## src/rtl/bus1to2.sv

```systemverilog
// One-master to two-slave address decoder for the 32-bit valid/ready bus.
// The slave is chosen from a registered decode. Unmapped or timed-out requests complete with an error.
module bus1to2 #(
   parameter logic [31:0] S0_BASE  = 32'h0000_0000,
   parameter logic [31:0] S0_MASK  = 32'hF000_0000,
   parameter logic [31:0] S1_BASE  = 32'h1000_0000,
   parameter logic [31:0] S1_MASK  = 32'hF000_0000,
   parameter int unsigned TIMEOUT  = 256,
   parameter int unsigned CNT_W    = 9,
   parameter logic [31:0] ERR_DATA = 32'hDEAD_BEEF
) (
   input  logic        clk,
   input  logic        resetn,
   input  logic        m_valid,
   output logic        m_ready,
   input  logic [31:0] m_addr,
   output logic [31:0] m_rdata,
   input  logic [31:0] m_wdata,
   input  logic [3:0]  m_wstrb,
   output logic        m_err,
   output logic        s0_valid,
   input  logic        s0_ready,
   output logic [31:0] s0_addr,
   input  logic [31:0] s0_rdata,
   output logic [31:0] s0_wdata,
   output logic [3:0]  s0_wstrb,
   output logic        s1_valid,
   input  logic        s1_ready,
   output logic [31:0] s1_addr,
   input  logic [31:0] s1_rdata,
   output logic [31:0] s1_wdata,
   output logic [3:0]  s1_wstrb
);

   typedef enum logic [1:0] {IDLE, SEL0, SEL1, ERR} state_t;

   localparam bit              TO_EN    = (TIMEOUT != 0);
   localparam logic [CNT_W-1:0] CNT_LAST = CNT_W'((TIMEOUT == 0) ? 0 : TIMEOUT - 1);

   state_t           state;
   logic [CNT_W-1:0] cnt;
   logic             s0_hit;
   logic             s1_hit;
   logic             sel_ready;

   assign s0_hit = ((m_addr & S0_MASK) == S0_BASE);
   assign s1_hit = ((m_addr & S1_MASK) == S1_BASE);

   always_comb begin
      sel_ready = 1'b0;
      case (state)
         SEL0:    sel_ready = s0_ready;
         SEL1:    sel_ready = s1_ready;
         default: sel_ready = 1'b0;
      endcase
   end

   // NOTE: sequential state uses non-blocking assignments so every register samples pre-edge values.
   always_ff @(posedge clk) begin
      if (!resetn) begin
         state <= IDLE;
         cnt   <= '0;
      end else begin
         case (state)
            IDLE: begin
               cnt <= '0;
               if (m_valid) begin
                  if (s0_hit)      state <= SEL0;
                  else if (s1_hit) state <= SEL1;
                  else             state <= ERR;
               end
            end
            SEL0, SEL1: begin
               if (!m_valid || sel_ready)              state <= IDLE;
               else if (TO_EN && (cnt == CNT_LAST))    state <= ERR;
               else if (TO_EN)                         cnt   <= cnt + 1'b1;
            end
            ERR:     state <= IDLE;
            default: state <= IDLE;
         endcase
      end
   end

   // NOTE: every output gets a default first so no path through the case infers a latch.
   always_comb begin
      m_ready  = 1'b0;
      m_err    = 1'b0;
      m_rdata  = '0;
      s0_valid = 1'b0;
      s0_addr  = '0;
      s0_wdata = '0;
      s0_wstrb = '0;
      s1_valid = 1'b0;
      s1_addr  = '0;
      s1_wdata = '0;
      s1_wstrb = '0;
      case (state)
         SEL0: begin
            s0_valid = m_valid;
            s0_addr  = m_addr;
            s0_wdata = m_wdata;
            s0_wstrb = m_wstrb;
            m_ready  = s0_ready;
            m_rdata  = s0_rdata;
         end
         SEL1: begin
            s1_valid = m_valid;
            s1_addr  = m_addr;
            s1_wdata = m_wdata;
            s1_wstrb = m_wstrb;
            m_ready  = s1_ready;
            m_rdata  = s1_rdata;
         end
         ERR: begin
            m_ready = 1'b1;
            m_err   = 1'b1;
            m_rdata = ERR_DATA;
         end
         default: ;
      endcase
   end

endmodule

```

## config.mk

```make
export PLATFORM = sky130hd
export DESIGN_NAME = bus1to2
export DESIGN_NICKNAME = d
export VERILOG_FILES = /design/src/rtl/bus1to2.sv
export SDC_FILE = /design/constraint.sdc
export NUM_CORES = 1
export LEC_CHECK = 0
export ABC_AREA = 0
export CORE_AREA = 2 2 121 123
export CTS_BUF_LIST = sky130_fd_sc_hd__clkbuf_16
export CTS_CLUSTER_SIZE = 10
export DETAILED_ROUTE_END_ITERATION = 8
export DIE_AREA = 0 0 123 125
export PLACE_DENSITY = 0.65
export SETUP_SLACK_MARGIN = 0.5
export SYNTH_ARGS = -nofsm -noshare
export SYNTH_HDL_FRONTEND = slang
export SYNTH_SLANG_ARGS = --single-unit
```

## constraint.sdc

```tcl
create_clock -name clk -period 1.9 [get_ports clk]
set_input_delay 0.38 -clock clk [delete_from_list [all_inputs] [get_ports clk]]
set_output_delay 0.38 -clock clk [all_outputs]
set_load 0.01 [all_outputs]
```

==> results of run 1 <==
flip-flops by register name (all words and copies together) (netlist names):
signal and flops:
cnt 9, state 2
metrics by stage:
stage               instance area [µm²]  utilization (%)
floorplan                          3078                -
global placement                   6341            44.64
detailed placement                 6341            44.64
CTS                                7641            53.80
global route                       8066            56.79
finish                             8066            56.79
placed cells by master (no fill, tap or decap), types with 3 or more instances in the layout:
master           netlist  layout
a221oi_2               0      11
a221oi_4               0      13
a22oi_2                0       8
a31oi_1                3       3
and2_4                 0     138
buf_12                 0      23
buf_16                 0      14
buf_2                  2      25
buf_4                  0      21
buf_6                  1     195
buf_8                  0       5
clkbuf_16              0       7
clkdlybuf4s50_1        0     136
dfxtp_1               11       7
dfxtp_4                0       3
ha_4                   0       5
inv_1                  7       6
nand2_1                6       5
nor2_1                40      15
nor2_2                 0      15
nor2_4                 0      10
o21ai_2                0       3
logic make-up after synthesis:
group	share of synthesized area (%)
adders and majority gates	3.720
xor gates and xnor gates	0.8681
muxes	0.7437
DFF	10.91
and+or+nand+nor	55.73
AOI/OAI and AO/OA	20.64
buffers and inverters	7.378
worst max-delay path: stages, from the launching register on:
cell      delay (ns)
dfxtp_4         0.36
buf_6           0.12
ha_4            0.21
buf_12          0.14
buf_16          0.13
buf_6           0.11
a221oi_2        0.20
nor2_1          0.07
buf_2           0.14
cell usage after synthesis (all sizes together) (3+ instances only):
cell type	count	share of area, %
and2	138	43
nor4	3	0.93
buf	9	2.2
clkbuf	21	3.9
a22oi	8	3.0
nor2	40	7.4
dfxtp	11	11
nand2	6	1.1
ha	6	3.7
o21ai	5	1.2
nand3	3	0.74
a31oi	3	0.93
inv	7	1.3
a221oi	24	10
a21oi	3	0.74
power by group:
group          leakage (nW)  switching (mW)  total [mW]  internal (mW)
Sequential           0.0917          0.0528       0.334          0.281
Combinational          3.36            4.26        10.9           6.63
Clock                0.0423           0.102       0.378          0.276
Total                  3.50            4.42        11.6           7.18
area by class of cell:
cell class,count,area [µm²],area share [%]
Timing Repair Buffer,423,4861,60.26
Multi-Input combinational cell,262,2633,32.64
Sequential cell,11,232.7,2.885
Tap cell,184,230.2,2.854
Clock buffer,3,75.07,0.9307
Inverter,7,31.28,0.3878
Clock inverter,1,3.754,0.04653
routing by layer:
metal	up-vias	track usage (%)	wire (µm)
met5	-	0	0
met4	0	5.548	482
met3	34	3.148	1027
met2	170	36.76	8744
met1	1844	24.08	6640
li1	1856	-	-
path summary, 6_finish.rpt:
path,to,from,slack [ns]
worst min register to register,cnt[1],cnt[1],0.52
worst min-delay path,cnt[1],cnt[1],0.52
worst max-delay path,m_rdata[5],state[1],-0.21
worst max register to register,cnt[0],state[1],-0.19
repair_timing:
| item | 4_1_cts | 5_1_grt |
|---|---|---|
| setup buffers | 57 | 8 |
| gates resized for setup | 927 | 60 |
| pin swaps | 51 | 47 |
| endpoints found under the hold margin | 0 | 0 |
| hold buffers | 0 | 0 |
| gates cloned | 14 | 4 |
| setup endpoints to repair | 183 | 183 |
==> impl_metrics.csv, run 1 <==
group,metric,value,unit
drt,route.antenna.remaining_nets,0,
setup_path,timing.critical_path.to_type,"primary output",
final_layout,synthToLayoutAreaGrowth,299.7,%
clock_tree,clock_tree.root_cell,"clkbuf_16",
global_route,number_of_antenna_violations_at_the_first_check_in_global_routing,0,
final_layout,fill_cells,1174,
floorplanning,floorplan.rows,44,
synthesis,syn_area,2018,µm²
timing,min_period,2.106,ns
placement,place_congestion,0.8846,
synthesis,synth_nets,452,
drt,drt_iter0_markers,98,
synthesis,ys_ff_latch,11,
clock_tree,cts.clk_slew.worst_paths,0.04,ns
clock_tree,skew_pair_late_insertion_delay,0.24,ns
timing,max-slew-margin-rel,74.25,%
placement,detailedPlacementHpwl,11.01,mm
final_layout,instances_no_fill,891,
final_layout,layout-drive-gt1-share,73.27,%
setup_path,reg2regPathDepth,9,
worst_hold_path,worstHoldPathCells,2,
placement,place_inst,804,
global_route,grt.total_usage,20.16,%
clock_tree,cts_buffer_depth,2,
pwr,p_leak,3.498,nW
clock_tree,clock_tree_from_tritoncts,"done",
timing,worst_slew_pin_slew,0.3828,ns
pwr,totalPowerFinal,11.60,mW
floorplanning,initial_utilization,14.21,%
timing,hold_ws,0.5193,ns
pwr,max-vdd-ir-drop,0.0008975,V
status,failing_checks,"negative setup slack",
drt,drt_drc_violations_left,0,
drt,via_per_inst,4.382,
timing,final.setup_skew,0.001399,ns
global_route,gr-total-overflow,0,
pwr,cellPowerDensity,1438,nW/µm²
clock_tree,h-tree-depth,1,
clock_tree,cts.sink_count,11,
timing,rsz_0062_raised_after_global_routing,"yes",
drt,post_drt_wl_per_cell,18.96,µm
final_layout,num-nets-final,851,
global_route,grt_first_pass_wirelength,23.95,mm
synthesis,post_synth_num_cell_types,32,
worst_hold_path,hold_path_class,"reg2reg",
timing,final-setup-viol-count,148,
setup_path,worst-path-max-fanout,7,
synthesis,syn_area_per_cell,6.531,µm²
floorplanning,die_h,125,µm
floorplanning,floorplan.die_area,15380,µm²
timing,final_hold_viol_count,0,
synthesis,postSynth.asyncResetShare,0,%
status,run_status,"finished with violations",
global_route,grt_pass1_vias,3939,
floorplanning,dieWidth,123,µm
synthesis,yosysWarningCount,0,
final_layout,diodes,0,
synthesis,syn_inst,309,
placement,placement.setup.worst_slack,-0.2316,ns
timing,final.setup.tns,-13.28,ns
drt,route.vias.total,3904,
floorplanning,io_pins,309,
setup_path,required,1.52,ns
synthesis,most_used_flip_flop_cell_after_synthesis,"dfxtp_1",
setup_path,worstSetupStartpointType,"register",
drt,totalWireLength,16.89,mm
placement,buffer_ports.inserted,308,
timing,max_freq,474.8,MHz
run,drv_cap,0,
timing,report.final.slew_viol_count,0,
floorplanning,core_area,14200,µm²
timing,postLayoutSetupSlackWorst,-0.2059,ns
setup_path,critical_path_arrival,1.73,ns
drt,detailedRoute.firstPassIterationCount,6,
timing,timing.final.crit_share,110.8,%
global_route,grt_max_degree,35,
setup_path,path_class,"reg2out",
clock_tree,cts-buffers-inserted,3,
synthesis,synth_enable_flop_cells,0,
synthesis,synth_sequential_area_ratio,10.91,%
No activity file was read; power rests on OpenSTA's default activity.
==> run 2, diff against run 1 <==
--- a/config.mk
+++ b/config.mk
@@ -12,4 +12,5 @@
 export DETAILED_ROUTE_END_ITERATION = 8
 export DIE_AREA = 0 0 123 125
+export GPL_ROUTABILITY_DRIVEN = 0
 export PLACE_DENSITY = 0.65
 export SETUP_SLACK_MARGIN = 0.5
==> constraint.sdc (replaced) <==
create_clock -name clk -period 1.9 [get_ports clk]
set_input_delay 0.38 -clock clk [delete_from_list [all_inputs] [get_ports clk]]
set_output_delay 0.38 -clock clk [all_outputs]
set_load 0.005 [all_outputs]
==> impl_metrics.csv, run 2 (synthesized netlist as in run 1, its figures left out) <==
group,metric,value,unit
final_layout,synthToLayoutAreaGrowth,274.0,%
timing,max_freq,468.9,MHz
setup_path,critical-path-top-delay-family,"buffers and inverters",
floorplanning,die_h,125,µm
drt,post_drt_wl_per_cell,19.20,µm
setup_path,worstSetupStartpointType,"register",
drt,totalWireLength,17.40,mm
pwr,totalPowerFinal,10.27,mW
setup_path,path_class,"reg2out",
setup_path,required,1.52,ns
final_layout,leading_registers_by_flop_count,"cnt (9), state (2)",
pwr,total_switching_power,3.716,mW
setup_path,crit_path_frequent_cell,"buf_6",
drt,via_per_inst,4.368,
floorplanning,floorplan.die_area,15380,µm²
final_layout,fill_cells,1252,
setup_path,ordered_list_of_cells_on_the_worst_path,"buf_6, ha_4, buf_6, buf_6, buf_16, a221oi_2, nor2_1, clkbuf_2",
placement,buffer_ports.inserted,308,
global_route,grt_util_met1,20.62,%
clock_tree,cts.clk_slew.worst_paths,0.04,ns
global_route,global_route.usage.met2,30.65,%
global_route,grt_pass1_vias,3490,
status,run_status,"finished with violations",
pwr,combinationalPowerShare,92.9,%
floorplanning,dieWidth,123,µm
setup_path,worst-path-max-fanout,5,
timing,final-setup-viol-count,146,
global_route,number_of_antenna_violations_at_the_first_check_in_global_routing,2,
floorplanning,floorplan.rows,44,
run,drv_cap,0,
global_route,grt.total_usage,17.32,%
timing,rsz_0062_raised_after_global_routing,"yes",
timing,max-slew-margin-rel,76.86,%
pwr,switching_share,36.19,%
pwr,p_leak,3.455,nW
clock_tree,ctsHoldBuffers,0,
clock_tree,cts.sink_count,11,
clock_tree,clock_tree_from_tritoncts,"done",
clock_tree,cts_buffer_depth,2,
global_route,grt.met3_usage,3.786,%
global_route,gr-total-overflow,0,
final_layout,largest-register,"cnt",
floorplanning,core_area,14200,µm²
global_route,grt_max_degree,37,
timing,worst_slew_pin_slew,0.3440,ns
final_layout,most_common_cell_after_layout_fill_and_taps_aside,"buf_6",
drt,route.vias.total,3957,
placement,detailedPlacementHpwl,11.46,mm
drt,route.antenna.remaining_nets,0,
status,failing_checks,"negative setup slack",
timing,postLayoutSetupSlackWorst,-0.2327,ns
clock_tree,h-tree-depth,1,
floorplanning,initial_utilization,14.21,%
timing,hold_ws,0.5227,ns
setup_path,slowest_delay,0.36,ns
drt,drt_drc_violations_left,0,
drt,drt_iter0_markers,109,
pwr,clock_share_of_power,3.8,%
final_layout,layout-drive-gt1-share,68.52,%
pwr,power.sequential.fraction,3.3,%
final_layout,mostFrequentLayoutCells,"buf_6 (147), clkdlybuf4s50_1 (136), and2_4 (121)",
global_route,grt_first_pass_wirelength,20.78,mm
timing,final_hold_viol_count,0,
clock_tree,clock_tree.root_cell,"clkbuf_16",
worst_hold_path,hold_path_class,"reg2reg",
pwr,cellPowerDensity,1360,nW/µm²
final_layout,largest_register_ff_count,9,
timing,report.final.slew_viol_count,0,
global_route,top_usage_layer,"met2",
drt,detailedRoute.firstPassIterationCount,4,
pwr,power.internal,6.551,mW
setup_path,critical_path_arrival,1.75,ns
setup_path,timing.critical_path.to_type,"primary output",
timing,timing.final.crit_share,112.2,%
clock_tree,skew_pair_late_insertion_delay,0.24,ns
clock_tree,cts-buffers-inserted,3,
floorplanning,io_pins,309,
timing,final.setup.tns,-10.99,ns
timing,min_period,2.133,ns
setup_path,timing.critical_path.slowest_stage_cell,"dfxtp_4",
pwr,max-vdd-ir-drop,0.0007238,V
final_layout,num-nets-final,865,
timing,final.setup_skew,0.0005035,ns
setup_path,worst-path-buf-inv,5,
## run 2: power by group through the flow
stage | registers, mW | logic [mW] | clock network, mW
finish | 0.337 | 9.54 | 0.394
global route | 0.344 | 10.0 | 0.412
global placement | 0.336 | 5.99 | 0
CTS | 0.336 | 6.63 | 0.392
floorplan | 0.339 | 3.05 | 0
detailed placement | 0.340 | 6.07 | 0
## run 2: worst paths after layout
check           start     endpoint  slack, ns  cells past startpoint
max          state[1]  m_rdata[13]      -0.23                      8
min            cnt[1]       cnt[1]       0.52                      2
max reg2reg  state[1]       cnt[5]      -0.04                      8
min reg2reg    cnt[1]       cnt[1]       0.52                      2
## run 2: routing by layer
layer,vias up,wire length [µm]
li1,1878,-
met1,1890,6732
met2,153,8927
met3,34,1244
met4,2,479
met5,-,13
## run 2: cell type report
cell class / count / area, µm² / share of cell area [%]
Antenna cell: 1 / 2.502 / 0.03316
Clock inverter: 1 / 3.754 / 0.04973
Inverter: 7 / 31.28 / 0.4145
Tap cell: 184 / 230.2 / 3.050
Multi-Input combinational cell: 262 / 2391 / 31.68
Sequential cell: 11 / 232.7 / 3.084
Timing Repair Buffer: 437 / 4581 / 60.69
Clock buffer: 3 / 75.07 / 0.9947
## run 2: metrics by stage
| step | instance area (µm²) | cells | utilization, % | setup WS (ns) |
|---|---|---|---|---|
| detailed placement | 5964 | 799 | 41.99 | -0.1875 |
| global placement | 5964 | 799 | 41.99 | -0.1589 |
| floorplan | 2660 | 309 | - | 0.08751 |
| CTS | 6302 | 825 | 44.37 | -0.3160 |
| global route | 7545 | 905 | 53.12 | -0.2972 |
| finish | 7547 | 906 | 53.14 | -0.2327 |
## run 2: worst min-delay path, cell delays in order (launching register included)
cell and delay (ns):
dfxtp_2 0.34, nand3_1 0.09, a21oi_2 0.05
## run 2: timing repair
item / CTS / global route
cloned: 5 / 17
pin swaps: 7 / 81
buffers inserted: 17 / 63
resized for setup: 288 / 535
endpoints found under the setup margin: 183 / 183
